[config.mk]
export PLATFORM = sky130hd
export DESIGN_NAME = dtcm_port_arbiter
export DESIGN_NICKNAME = d
export VERILOG_FILES = /design/src/rtl/dtcm_port_arbiter.sv
export SDC_FILE = /design/constraint.sdc
export NUM_CORES = 1
export LEC_CHECK = 0
export CAP_MARGIN = 20
export CORE_AREA = 2 2 130 106
export DETAILED_ROUTE_END_ITERATION = 7
export DIE_AREA = 0 0 132 108
export PLACE_DENSITY = 0.9
export SYNTH_ARGS = -nofsm -noshare
export SYNTH_HDL_FRONTEND = slang
export SYNTH_SLANG_ARGS = --single-unit
export TNS_END_PERCENT = 5
[constraint.sdc]
create_clock -name clk -period 8.4 [get_ports clk]
set_input_delay 1.68 -clock clk [delete_from_list [all_inputs] [get_ports clk]]
set_output_delay 1.68 -clock clk [all_outputs]
set_load 0.01 [all_outputs]
[src/rtl/dtcm_port_arbiter.sv]
// dtcm_port_arbiter: arbitrates writeback stores and execute loads onto a
// byte-wide DTCM port. Each access is split into 1, 2 or 4 byte beats.
// Loads are reassembled little-endian and then sign- or zero-extended.
module dtcm_port_arbiter #(
  parameter int unsigned ADDR_W     = 32,
  parameter int unsigned STARVE_MAX = 4
) (
  input  logic              clk,
  input  logic              rst_,
  input  logic              st_valid,
  output logic              st_ready,
  input  logic [1:0]        st_size,
  input  logic [ADDR_W-1:0] st_addr,
  input  logic [31:0]       st_data,
  input  logic              ld_valid,
  output logic              ld_ready,
  input  logic [1:0]        ld_size,
  input  logic              ld_unsigned,
  input  logic [ADDR_W-1:0] ld_addr,
  output logic              ld_rvalid,
  output logic [31:0]       ld_rdata,
  output logic              dtcm_we,
  output logic              dtcm_re,
  output logic [ADDR_W-1:0] dtcm_addr,
  output logic [7:0]        dtcm_wdata,
  input  logic [7:0]        dtcm_rdata,
  output logic              busy
);

  localparam int unsigned DATA_W = 32;
  localparam int unsigned BYTE_W = 8;
  localparam int unsigned SC_W   = (STARVE_MAX < 1) ? 1 : $clog2(STARVE_MAX + 1);

  typedef enum logic [1:0] {
    S_IDLE  = 2'd0,
    S_STORE = 2'd1,
    S_LOAD  = 2'd2,
    S_LWAIT = 2'd3
  } state_e;

  // Index of the last byte beat for a size code (11 behaves as a word).
  function automatic logic [1:0] last_idx(input logic [1:0] size);
    logic [1:0] idx;
    case (size)
      2'b00:   idx = 2'd0;
      2'b01:   idx = 2'd1;
      default: idx = 2'd3;
    endcase
    return idx;
  endfunction

  // Sign- or zero-extend the assembled bytes according to the load size.
  function automatic logic [DATA_W-1:0] extend(input logic [DATA_W-1:0] val,
                                               input logic [1:0]        last,
                                               input logic              uns);
    logic [DATA_W-1:0] res;
    case (last)
      2'd0:    res = {{24{~uns & val[7]}}, val[7:0]};
      2'd1:    res = {{16{~uns & val[15]}}, val[15:0]};
      default: res = val;
    endcase
    return res;
  endfunction

  state_e              state_q, state_d;
  logic [1:0]          cnt_q, cnt_d;
  logic [1:0]          last_q, last_d;
  logic [DATA_W-9:0]   sdata_q, sdata_d;
  logic                uns_q, uns_d;
  logic [DATA_W-1:0]   asm_q, asm_d;
  logic [SC_W-1:0]     starve_q, starve_d;
  logic                rvalid_q, rvalid_d;
  logic [DATA_W-1:0]   rdata_q, rdata_d;
  logic                we_q, we_d;
  logic                re_q, re_d;
  logic [ADDR_W-1:0]   addr_q, addr_d;
  logic [BYTE_W-1:0]   wdata_q, wdata_d;

  logic                is_idle;
  logic                starved;
  logic                st_grant;
  logic                ld_grant;
  logic [1:0]          lane;
  logic [DATA_W-1:0]   asm_full;

  assign is_idle  = (state_q == S_IDLE);
  assign starved  = (starve_q == SC_W'(STARVE_MAX));
  assign ld_ready = is_idle && (!st_valid || starved);
  assign st_ready = is_idle && !(ld_valid && starved);
  assign st_grant = st_valid && st_ready;
  assign ld_grant = ld_valid && ld_ready;

  assign busy       = !is_idle;
  assign ld_rvalid  = rvalid_q;
  assign ld_rdata   = rdata_q;
  assign dtcm_we    = we_q;
  assign dtcm_re    = re_q;
  assign dtcm_addr  = addr_q;
  assign dtcm_wdata = wdata_q;

  // Merge the read byte returned this cycle into its lane of the assembly register.
  always_comb begin
    lane     = (state_q == S_LWAIT) ? last_q : (cnt_q - 2'd1);
    asm_full = asm_q;
    asm_full[{lane, 3'b000} +: BYTE_W] = dtcm_rdata;
  end

  // Next-state, arbitration and beat sequencing.
  always_comb begin
    state_d  = state_q;
    cnt_d    = cnt_q;
    last_d   = last_q;
    sdata_d  = sdata_q;
    uns_d    = uns_q;
    asm_d    = asm_q;
    starve_d = starve_q;
    rvalid_d = 1'b0;
    rdata_d  = rdata_q;
    we_d     = 1'b0;
    re_d     = 1'b0;
    addr_d   = '0;
    wdata_d  = '0;

    case (state_q)
      S_IDLE: begin
        if (ld_grant) begin
          state_d  = S_LOAD;
          cnt_d    = 2'd0;
          last_d   = last_idx(ld_size);
          uns_d    = ld_unsigned;
          asm_d    = '0;
          starve_d = '0;
          re_d     = 1'b1;
          addr_d   = ld_addr;
        end else if (st_grant) begin
          state_d = S_STORE;
          cnt_d   = 2'd0;
          last_d  = last_idx(st_size);
          sdata_d = st_data[DATA_W-1:BYTE_W];
          we_d    = 1'b1;
          addr_d  = st_addr;
          wdata_d = st_data[BYTE_W-1:0];
          if (!ld_valid) begin
            starve_d = '0;
          end else if (!starved) begin
            starve_d = starve_q + SC_W'(1);
          end
        end else if (!ld_valid) begin
          starve_d = '0;
        end
      end

      S_STORE: begin
        if (cnt_q == last_q) begin
          state_d = S_IDLE;
          cnt_d   = 2'd0;
        end else begin
          cnt_d   = cnt_q + 2'd1;
          we_d    = 1'b1;
          addr_d  = addr_q + ADDR_W'(1);
          wdata_d = sdata_q[BYTE_W-1:0];
          sdata_d = {8'h00, sdata_q[DATA_W-9:BYTE_W]};
        end
      end

      S_LOAD: begin
        if (cnt_q != 2'd0) begin
          asm_d = asm_full;
        end
        if (cnt_q == last_q) begin
          state_d = S_LWAIT;
          cnt_d   = 2'd0;
        end else begin
          cnt_d  = cnt_q + 2'd1;
          re_d   = 1'b1;
          addr_d = addr_q + ADDR_W'(1);
        end
      end

      S_LWAIT: begin
        asm_d    = asm_full;
        rdata_d  = extend(asm_full, last_q, uns_q);
        rvalid_d = 1'b1;
        state_d  = S_IDLE;
      end

      default: begin
        state_d = S_IDLE;
      end
    endcase
  end

  // State and output registers with synchronous reset.
  always_ff @(posedge clk) begin
    if (rst_) begin
      state_q  <= S_IDLE;
      cnt_q    <= '0;
      last_q   <= '0;
      sdata_q  <= '0;
      uns_q    <= 1'b0;
      asm_q    <= '0;
      starve_q <= '0;
      rvalid_q <= 1'b0;
      rdata_q  <= '0;
      we_q     <= 1'b0;
      re_q     <= 1'b0;
      addr_q   <= '0;
      wdata_q  <= '0;
    end else begin
      state_q  <= state_d;
      cnt_q    <= cnt_d;
      last_q   <= last_d;
      sdata_q  <= sdata_d;
      uns_q    <= uns_d;
      asm_q    <= asm_d;
      starve_q <= starve_d;
      rvalid_q <= rvalid_d;
      rdata_q  <= rdata_d;
      we_q     <= we_d;
      re_q     <= re_d;
      addr_q   <= addr_d;
      wdata_q  <= wdata_d;
    end
  end

endmodule
==> metrics, run 1 <==
Worst Path Max Fanout 9; Worst R2R End ld_rdata[16]; DR DRC count 0; Final #Nets 1048; Die ar. approximately 14000 µm²; worst path arrival time approximately 3.2 ns; Layout area overhead 39.53%; DRT Pass-1 Iters 7; core area around 13000 µm²; Max Cap Violations 0; Post-Route Skew slightly below 0.008 ns; RR Startpoint cnt_q[0]; Yosys Warn Count 0; Initial Util 0.5157; Antenna Cells 0; setup repair bufs after CTS 0; TNS Setup 0 ns; # hold bufs at CTS 0; Non-Filler Instances ~1100; Worst Setup Path Type in -> out; Total Power 2.388 mW; Post-DP HPWL ~13 mm; FFs w/ async S/R, synth 0; # resized after CTS 0; design area between 9000 and 10000 µm²; global-route wire length before repair approximately 31 mm; largest net degree at the start of global routing between 70 and 80; Clock Root Buffer clkbuf_16; status complete, no violations; #FFs+latches synth 141; Leak about 3.3 nW; CP Launch Type primary input; Clock Path Buffers 2; Hold Crit Class reg -> reg; Antenna Nets Post-Route 0; remaining global-route overflow 0; clk slew on worst S/H paths 0.06 ns; PortBufs 190; commonest non-fill, non-tap cell in the layout clkdlybuf4s50_1; Placed Cells between 1000 and 1500; Slew Limit Fails 0; Netlist cell types 50; Syn Std Cell Area between 6000 and 7000 µm²; most frequent cells in the layout clkdlybuf4s50_1 (189), dfxtp_1 (141), nor2_1 (111), nand2_1 (60), a22oi_1 (42); worst-margin pin slew 0.9825 ns; dominant cells by area after synthesis dfxtp_1 (43%), nor2_1 (6.3%), a22oi_1 (4.8%), mux2i_1 (4.7%), a211oi_1 (3.9%); drt wl/cell ~18 µm; DRT iter0 DRCs 591; Worst VDD drop 0.1654 mV; CTS sink cnt between 100 and 150; Hold Path Cell Cnt 2; fraction of the yosys area taken by sequential cells 0.4269; Avg Vias per Cell between 5 and 6; fmax just over 0.2 GHz; Critical Path Sink Type primary output; drt total wl about 19 mm; Fin. Hold Viols 0; slew margin rel. 0.3400; final clock period utilization by the worst path 0.5786; vias in the first global route roughly 6100; H-tree levels 4; cell taking the most area after synthesis dfxtp_1; DIE HEIGHT 108 µm; Final Setup Violations 0; crit path time final 4.860 ns; die width 132 µm; Synthesized Nets about 900; num rows 37; Placed Area between 8000 and 9000 µm²; top_reg_cell synth dfxtp_1; pwr dens ~260 nW/µm²; GRT Overall Usage 0.2686; Cells after Synth 763; critical path required time between 6 and 7 ns; Avg Synthesized Cell Area slightly below 9 µm²; # IOs 191; Layout fillers roughly 940; Final Wtd Congestion a little over 0.8; top cell type's share of synthesized area 0.4269; CTS tree built; cells on worst reg2reg path 11; share of cells above drive strength 1 0.05775; vias ~6500; RSZ-0062 raised after global routing false; Post-synth EDFFs 0; hold path endpoint asm_q[10]; initial antenna violation count 0; min-delay src asm_q[10]; Worst-Skew Late Latency around 0.42 ns; TritonCTS Buffers 17; register-to-register setup slack about 4.6 ns
==> cells in the mapped netlist, types with 5 or more instances <==
master and number:
a211oi_1 34, a21oi_1 28, a22o_1 25, o32ai_1 7, nand2b_1 5, buf_2 5
mux2i_1 31, xor2_1 17, nor2b_1 10, clkbuf_1 43, o22a_1 7, nor3_1 8
buf_1 5, ha_1 12, or2_2 10, xnor2_1 13, a311oi_1 9, dfxtp_1 141
inv_1 15, o22ai_1 24, and3_1 9, nand4_1 10, nand2_1 60, nor2_1 111
nand3_1 31, o21ai_0 11, a22oi_1 42
==> flip-flops by register name (all words and copies together), names as in the netlist, 2 cells and up <==
name,count
dtcm_addr,32
cnt_q,2
sdata_q,24
last_q,2
dtcm_wdata,8
starve_q,3
asm_q,32
state_q,2
ld_rdata,32
==> power breakdown <==
group,switching (mW),leakage [nW],internal (mW)
combinational,0.389,1.79,0.314
sequential,0.0835,1.15,0.764
clock,0.281,0.322,0.557
total,0.753,3.26,1.63
==> worst max path at each step <==
| stage | start | end | slack [ns] | depth (start not counted) |
|---|---|---|---|---|
| floorplan | ld_valid | st_ready | 4.49 | 3 |
| global placement | ld_valid | st_ready | 3.60 | 4 |
| detailed placement | ld_valid | st_ready | 3.57 | 4 |
| CTS | ld_valid | st_ready | 3.57 | 4 |
| global route | ld_valid | st_ready | 3.46 | 4 |
| finish | ld_valid | st_ready | 3.54 | 4 |
==> kinds of logic after synthesis <==
family	count (synthesis)	share of synthesized area
AND/OR/NAND/NOR	271	0.1875
multiplexers	31	0.04693
XOR/XNOR	30	0.03973
buffers and inverters	71	0.04295
AO/OA/AOI/OAI	207	0.2333
flip-flops	141	0.4269
adder cells (fa/ha/maj)	12	0.02271
==> routing by layer <==
metal	global-route usage	wire length [µm]	part of all wire	up-vias
met4	0.09394	388	0.020	0
met2	0.4397	9073	0.47	338
met1	0.3359	8065	0.41	3063
li1	-	-	-	3094
met3	0.08720	1944	0.10	44
met5	0	0	0	-
==> final cells by class <==
| cell class | count | area, µm² | share of cell area |
|---|---|---|---|
| Clock inverter | 10 | 183.9 | 0.01993 |
| Multi-Input combinational cell | 551 | 3518 | 0.3813 |
| Tap cell | 175 | 219.0 | 0.02373 |
| Inverter | 16 | 60.06 | 0.006509 |
| Timing Repair Buffer | 196 | 1942 | 0.2105 |
| Sequential cell | 141 | 2823 | 0.3059 |
| Clock buffer | 21 | 480.5 | 0.05207 |
==> critical path: stages <==
cell and delay [ns]:
clkdlybuf4s50_1 0.65, nand3_1 0.16, and2_1 0.18, clkdlybuf4s50_1 0.51
==> per-stage QoR <==
stage          worst slack (ns)    util  hold slack (ns)
3_5_place_dp              3.571  0.6677           0.4457
2_1_floorplan             4.494       -           0.4255
5_1_grt                   3.457  0.7195           0.4896
4_1_cts                   3.567  0.7195           0.4595
6_report                  3.540  0.7195           0.4610
3_3_place_gp              3.604  0.6677           0.4355
Note: power is estimated with default switching activity, not from simulation.
==> run 2: changes to the inputs <==
--- a/config.mk
+++ b/config.mk
@@ -6,10 +6,10 @@
 export NUM_CORES = 1
 export LEC_CHECK = 0
 export CAP_MARGIN = 20
-export CORE_AREA = 2 2 130 106
+export CORE_AREA = 2 2 135 110
 export DETAILED_ROUTE_END_ITERATION = 7
-export DIE_AREA = 0 0 132 108
-export PLACE_DENSITY = 0.9
+export DIE_AREA = 0 0 137 112
+export PLACE_DENSITY = 0.85
 export SYNTH_ARGS = -nofsm -noshare
 export SYNTH_HDL_FRONTEND = slang
 export SYNTH_SLANG_ARGS = --single-unit
==> constraint.sdc (replaced) <==
create_clock -name clk -period 4.7 [get_ports clk]
set_input_delay 0.94 -clock clk [delete_from_list [all_inputs] [get_ports clk]]
set_output_delay 0.94 -clock clk [all_outputs]
set_load 0.01 [all_outputs]
==> metrics, run 2 (same netlist as run 1, synthesis figures left out) <==
most used cell, CP ha_1; DIE HEIGHT between 100 and 150 µm; Worst VDD drop about 0.31 mV; core area 14050 µm²; Fin. Hold Viols 0; Clock Path Buffers 2; Worst Setup Path Type reg -> reg; CTS sink cnt ~140; Placed Cells 1090; DRT iter0 DRCs between 400 and 500; PortBufs 190; vias in the first global route between 6000 and 7000; TritonCTS Buffers 17; RSZ-0062 raised after global routing false; drt total wl between 15 and 20 mm; Antenna Cells 0; Max Cap Violations 0; NetSw between 1 and 1.5 mW; # hold bufs at CTS 0; commonest non-fill, non-tap cell in the layout clkdlybuf4s50_1; DP Worst Slack between 1 and 1.5 ns; CP delay by family, top compound AO/OA/AOI/OAI gates; Levels on crit path 10; Non-Filler Instances 1122; final clock period utilization by the worst path 0.7979; initial antenna violation count 0; CTS tree built; CP Cell Sequence ha_1 -> buf_4 -> nand2b_1 -> nand2_1 -> ha_1 -> nor2_1 -> and4_1 -> a22o_1 -> a311oi_4 -> a211oi_1; Layout area overhead 39.83%; Final #Nets between 1000 and 1500; TNS Setup 0 ns; worst path arrival time around 4 ns; critical path required time 4.96 ns; Final Setup Violations 0; slew margin rel. 0.3631; # IOs 191; crit path buf inv count 1; highest cell delay on the worst timing path about 0.77 ns; Avg Vias per Cell between 5 and 6; largest net degree at the start of global routing just under 60; Worst Path Max Fanout 33; cell internal pwr just under 3 mW; Antenna Nets Post-Route 0; Leak ~3.3 nW; Initial Util 0.4705; cells on worst reg2reg path 10; global-route wire length before repair approximately 30 mm; drt wl/cell roughly 17 µm; pwr dens about 460 nW/µm²; most frequent cells in the layout clkdlybuf4s50_1 (189), dfxtp_1 (141), nor2_1 (111), nand2_1 (60), a22oi_1 (42); setup repair bufs after CTS 0; Sw Ratio 0.3156; Slew Limit Fails 0; clock network power share 0.353; Clock Root Buffer clkbuf_16; Critical Path Sink Type flop; status complete, no violations; Placed Area about 8600 µm²; Worst-Skew Late Latency around 0.43 ns; register share of total power 0.351; design area about 9000 µm²; crit path time final about 3.8 ns; fmax about 0.27 GHz; vias 6367; worst-margin pin slew around 0.96 ns; GRT Overall Usage 0.2457; H-tree levels 4; Post-Route Skew roughly 0.01 ns; DRT Pass-1 Iters 5; DR DRC count 0; Die ar. roughly 15000 µm²; share of cells above drive strength 1 0.05864; Final Worst Setup Slack 0.9497 ns; Hold Path Cell Cnt 2; clk slew on worst S/H paths 0.06 ns; Final Wtd Congestion approximately 0.81; # resized after CTS 0; die width about 140 µm; Gate power share 0.297; Slowest-stage cell, CP a311oi_4; num rows 39; remaining global-route overflow 0; Post-DP HPWL roughly 13 mm; Hold Crit Class reg -> reg; CP Launch Type flop
run 2: cell type report:
type | instances | area [µm²]
Tap cell | 184 | 230.2
Fill cell | 1165 | 4807
Sequential cell | 141 | 2823
Multi-Input combinational cell | 551 | 3518
Clock inverter | 10 | 183.9
Clock buffer | 22 | 474.2
Timing Repair Buffer | 198 | 1957
Inverter | 16 | 60.06
run 2: worst paths after layout:
check / to / startpoint / slack [ns]
worst max-delay path: ld_rdata[17] / state_q[1] / 0.95
worst min-delay path: asm_q[8] / asm_q[8] / 0.47
worst max register to register: ld_rdata[17] / state_q[1] / 0.95
worst min register to register: asm_q[8] / asm_q[8] / 0.47
run 2: power by group through the flow:
stage | clock [mW] | combinational (mW) | sequential (mW)
2_1_floorplan | 0 | 0.779 | 1.52
3_3_place_gp | 0 | 1.24 | 1.51
3_5_place_dp | 0 | 1.25 | 1.52
4_1_cts | 1.51 | 1.27 | 1.49
5_1_grt | 1.57 | 1.39 | 1.52
6_report | 1.50 | 1.26 | 1.49
run 2: worst reg2reg max path: cells and delay by family (launching register included):
family                   cells  cell delay [ns]
AO/OA/AOI/OAI                3             1.22
AND/OR/NAND/NOR              4             0.86
adder cells (fa/ha/maj)      2             0.76
flip-flops                   1             0.41
buffers and inverters        1             0.33
run 2: layer usage:
metal | part of all wire | GRT usage | up-vias
li1 | - | - | 3106
met1 | 0.44 | 0.3191 | 2950
met2 | 0.44 | 0.3774 | 268
met3 | 0.10 | 0.08789 | 43
met4 | 0.020 | 0.08522 | 0
met5 | 0 | 0 | -
run 2: metrics by stage:
stage          hold WS (ns)    util  power, mW
2_1_floorplan        0.4255       -      2.301
3_3_place_gp         0.4371  0.6111      2.743
3_5_place_dp         0.4500  0.6111      2.772
4_1_cts              0.4639  0.6579      4.274
5_1_grt              0.4892  0.6579      4.477
6_report             0.4677  0.6579      4.258
==> run 3: changes to the inputs <==
==> constraint.sdc (replaced) <==
create_clock -name clk -period 3.7 [get_ports clk]
set_input_delay 0.74 -clock clk [delete_from_list [all_inputs] [get_ports clk]]
set_output_delay 0.74 -clock clk [all_outputs]
set_load 0.01 [all_outputs]
==> metrics, run 3 (same netlist as run 1, synthesis figures left out) <==
Metal-1 WL 7.926 mm; initial antenna violation count 0; status complete, no violations; global-route wire length before repair around 30 mm; Worst Path Max Fanout 16; Met3 Routed Length ~1.9 mm; Post-Route Skew 0.006342 ns; Initial Util 0.4705; Final Setup Violations 0; worst-margin pin slew between 0.9 and 1 ns; share of cells above drive strength 1 0.06667; num rows 39; Placed Area around 8700 µm²; die width about 140 µm; commonest non-fill, non-tap cell in the layout clkdlybuf4s50_1; Antenna Nets Post-Route 0; Critical Path Sink Type flop; remaining global-route overflow 0; slew margin rel. 0.3785; TritonCTS Buffers 17; Avg Vias per Cell 5.627; crit path time final 3.386 ns; pwr dens ~580 nW/µm²; DRT Pass-1 Iters 5; H-tree levels 4; RSZ-0062 raised after global routing false; Worst VDD drop 0.4185 mV; Final Wtd Congestion roughly 0.83; Clock Root Buffer clkbuf_16; setup repair bufs after CTS 0; Register Area 2823 µm²; Worst-Skew Late Latency around 0.42 ns; Max Cap Violations 0; DIE HEIGHT about 110 µm; final clock period utilization by the worst path 0.9150; DRT iter0 DRCs between 500 and 600; Final #Nets approximately 1100; # IOs 191; CTS sink cnt around 140; Layout area overhead 40.59%; drt wl/cell between 15 and 20 µm; PortBufs 190; Worst Setup Path Type reg -> reg; Layout fillers between 1000 and 1500; Top Metal Used met4; clk slew on worst S/H paths ~0.060 ns; vias in the first global route a little over 6000; CTS tree built; multi-input gate area in the final layout about 3500 µm²; largest net degree at the start of global routing 47; DR DRC count 0; Clock Path Buffers 2; # hold bufs at CTS 0; critical path required time roughly 4.0 ns; Fin. Hold Viols 0; Post-DP HPWL 13.28 mm; worst path arrival time 3.66 ns; # resized after CTS 0; design area 9296 µm²; Leak between 3 and 4 nW; core area between 10000 and 15000 µm²; WL met2 8.592 mm; CP Launch Type flop; fmax 0.2954 GHz; Hold Crit Class reg -> reg; GRT Overall Usage 0.2456; drt total wl approximately 19 mm; Antenna Cells 0; most frequent cells in the layout clkdlybuf4s50_1 (189), dfxtp_1 (141), nor2_1 (111), nand2_1 (60), a22oi_1 (42); TNS Setup 0 ns; Slew Limit Fails 0; vias 6353; Die ar. 15340 µm²
-- run 3: cell count changes in the layout (fill, tap and decap cells not counted) --
cell | before | now
bufinv_16 | 5 | 4
clkbuf_1 | 2 | 1
clkinv_2 | 2 | 3
buf_4 | 8 | 14
clkbuf_8 | 3 | 4
buf_12 | 0 | 1
-- run 3: final timing paths --
| path | endpoint | cells past startpoint | from | slack, ns |
|---|---|---|---|---|
| setup / recovery | ld_rdata[25] | 11 | cnt_q[0] | 0.31 |
| hold / removal | asm_q[10] | 2 | asm_q[10] | 0.46 |
| setup reg to reg | ld_rdata[25] | 11 | cnt_q[0] | 0.31 |
| hold reg to reg | asm_q[10] | 2 | asm_q[10] | 0.46 |
-- run 3: layout make-up --
| type | count | area share |
|---|---|---|
| timing repair buffer | 205 | 0.2175 |
| tap | 184 | 0.02476 |
| sequential | 141 | 0.3036 |
| clock inverter | 10 | 0.01709 |
| multi-input combinational | 551 | 0.3785 |
| clock buffer | 22 | 0.05209 |
| inverter | 16 | 0.006460 |
-- run 3: per-layer routing --
| layer | vias up | track usage |
|---|---|---|
| li1 | 3117 | - |
| met4 | 0 | 0.09278 |
| met5 | - | 0 |
| met2 | 277 | 0.3871 |
| met1 | 2931 | 0.3142 |
| met3 | 28 | 0.07696 |
-- run 3: power breakdown --
group | total (mW) | internal, mW | switching, mW
sequential | 1.90 | 1.73 | 0.163
combinational | 1.62 | 0.738 | 0.886
clock | 1.84 | 1.20 | 0.643
total | 5.36 | 3.67 | 1.69
-- run 3: per-stage QoR --
step	cells	setup slack, ns	hold slack, ns	power, mW	util
after global routing	1129	0.09310	0.4971	5.652	0.6615
after detailed placement	1097	0.3696	0.4445	3.547	0.6157
after CTS	1129	0.3680	0.4631	5.400	0.6615
after floorplan	763	0.9156	0.4255	2.923	-
after global placement	1097	0.5569	0.4367	3.510	0.6157
final	1129	0.3144	0.4631	5.361	0.6615
-- run 3: worst max-delay path, stage by stage, from the launching register on --
cell and delay, ns:
dfxtp_1 0.38, inv_1 0.08, ha_1 0.29, nand2b_1 0.25, nand2_1 0.28, inv_1 0.07, ha_1 0.29, nor2_1 0.06
and4_1 0.29, a22o_1 0.26, a311oi_4 0.77, o32ai_1 0.20
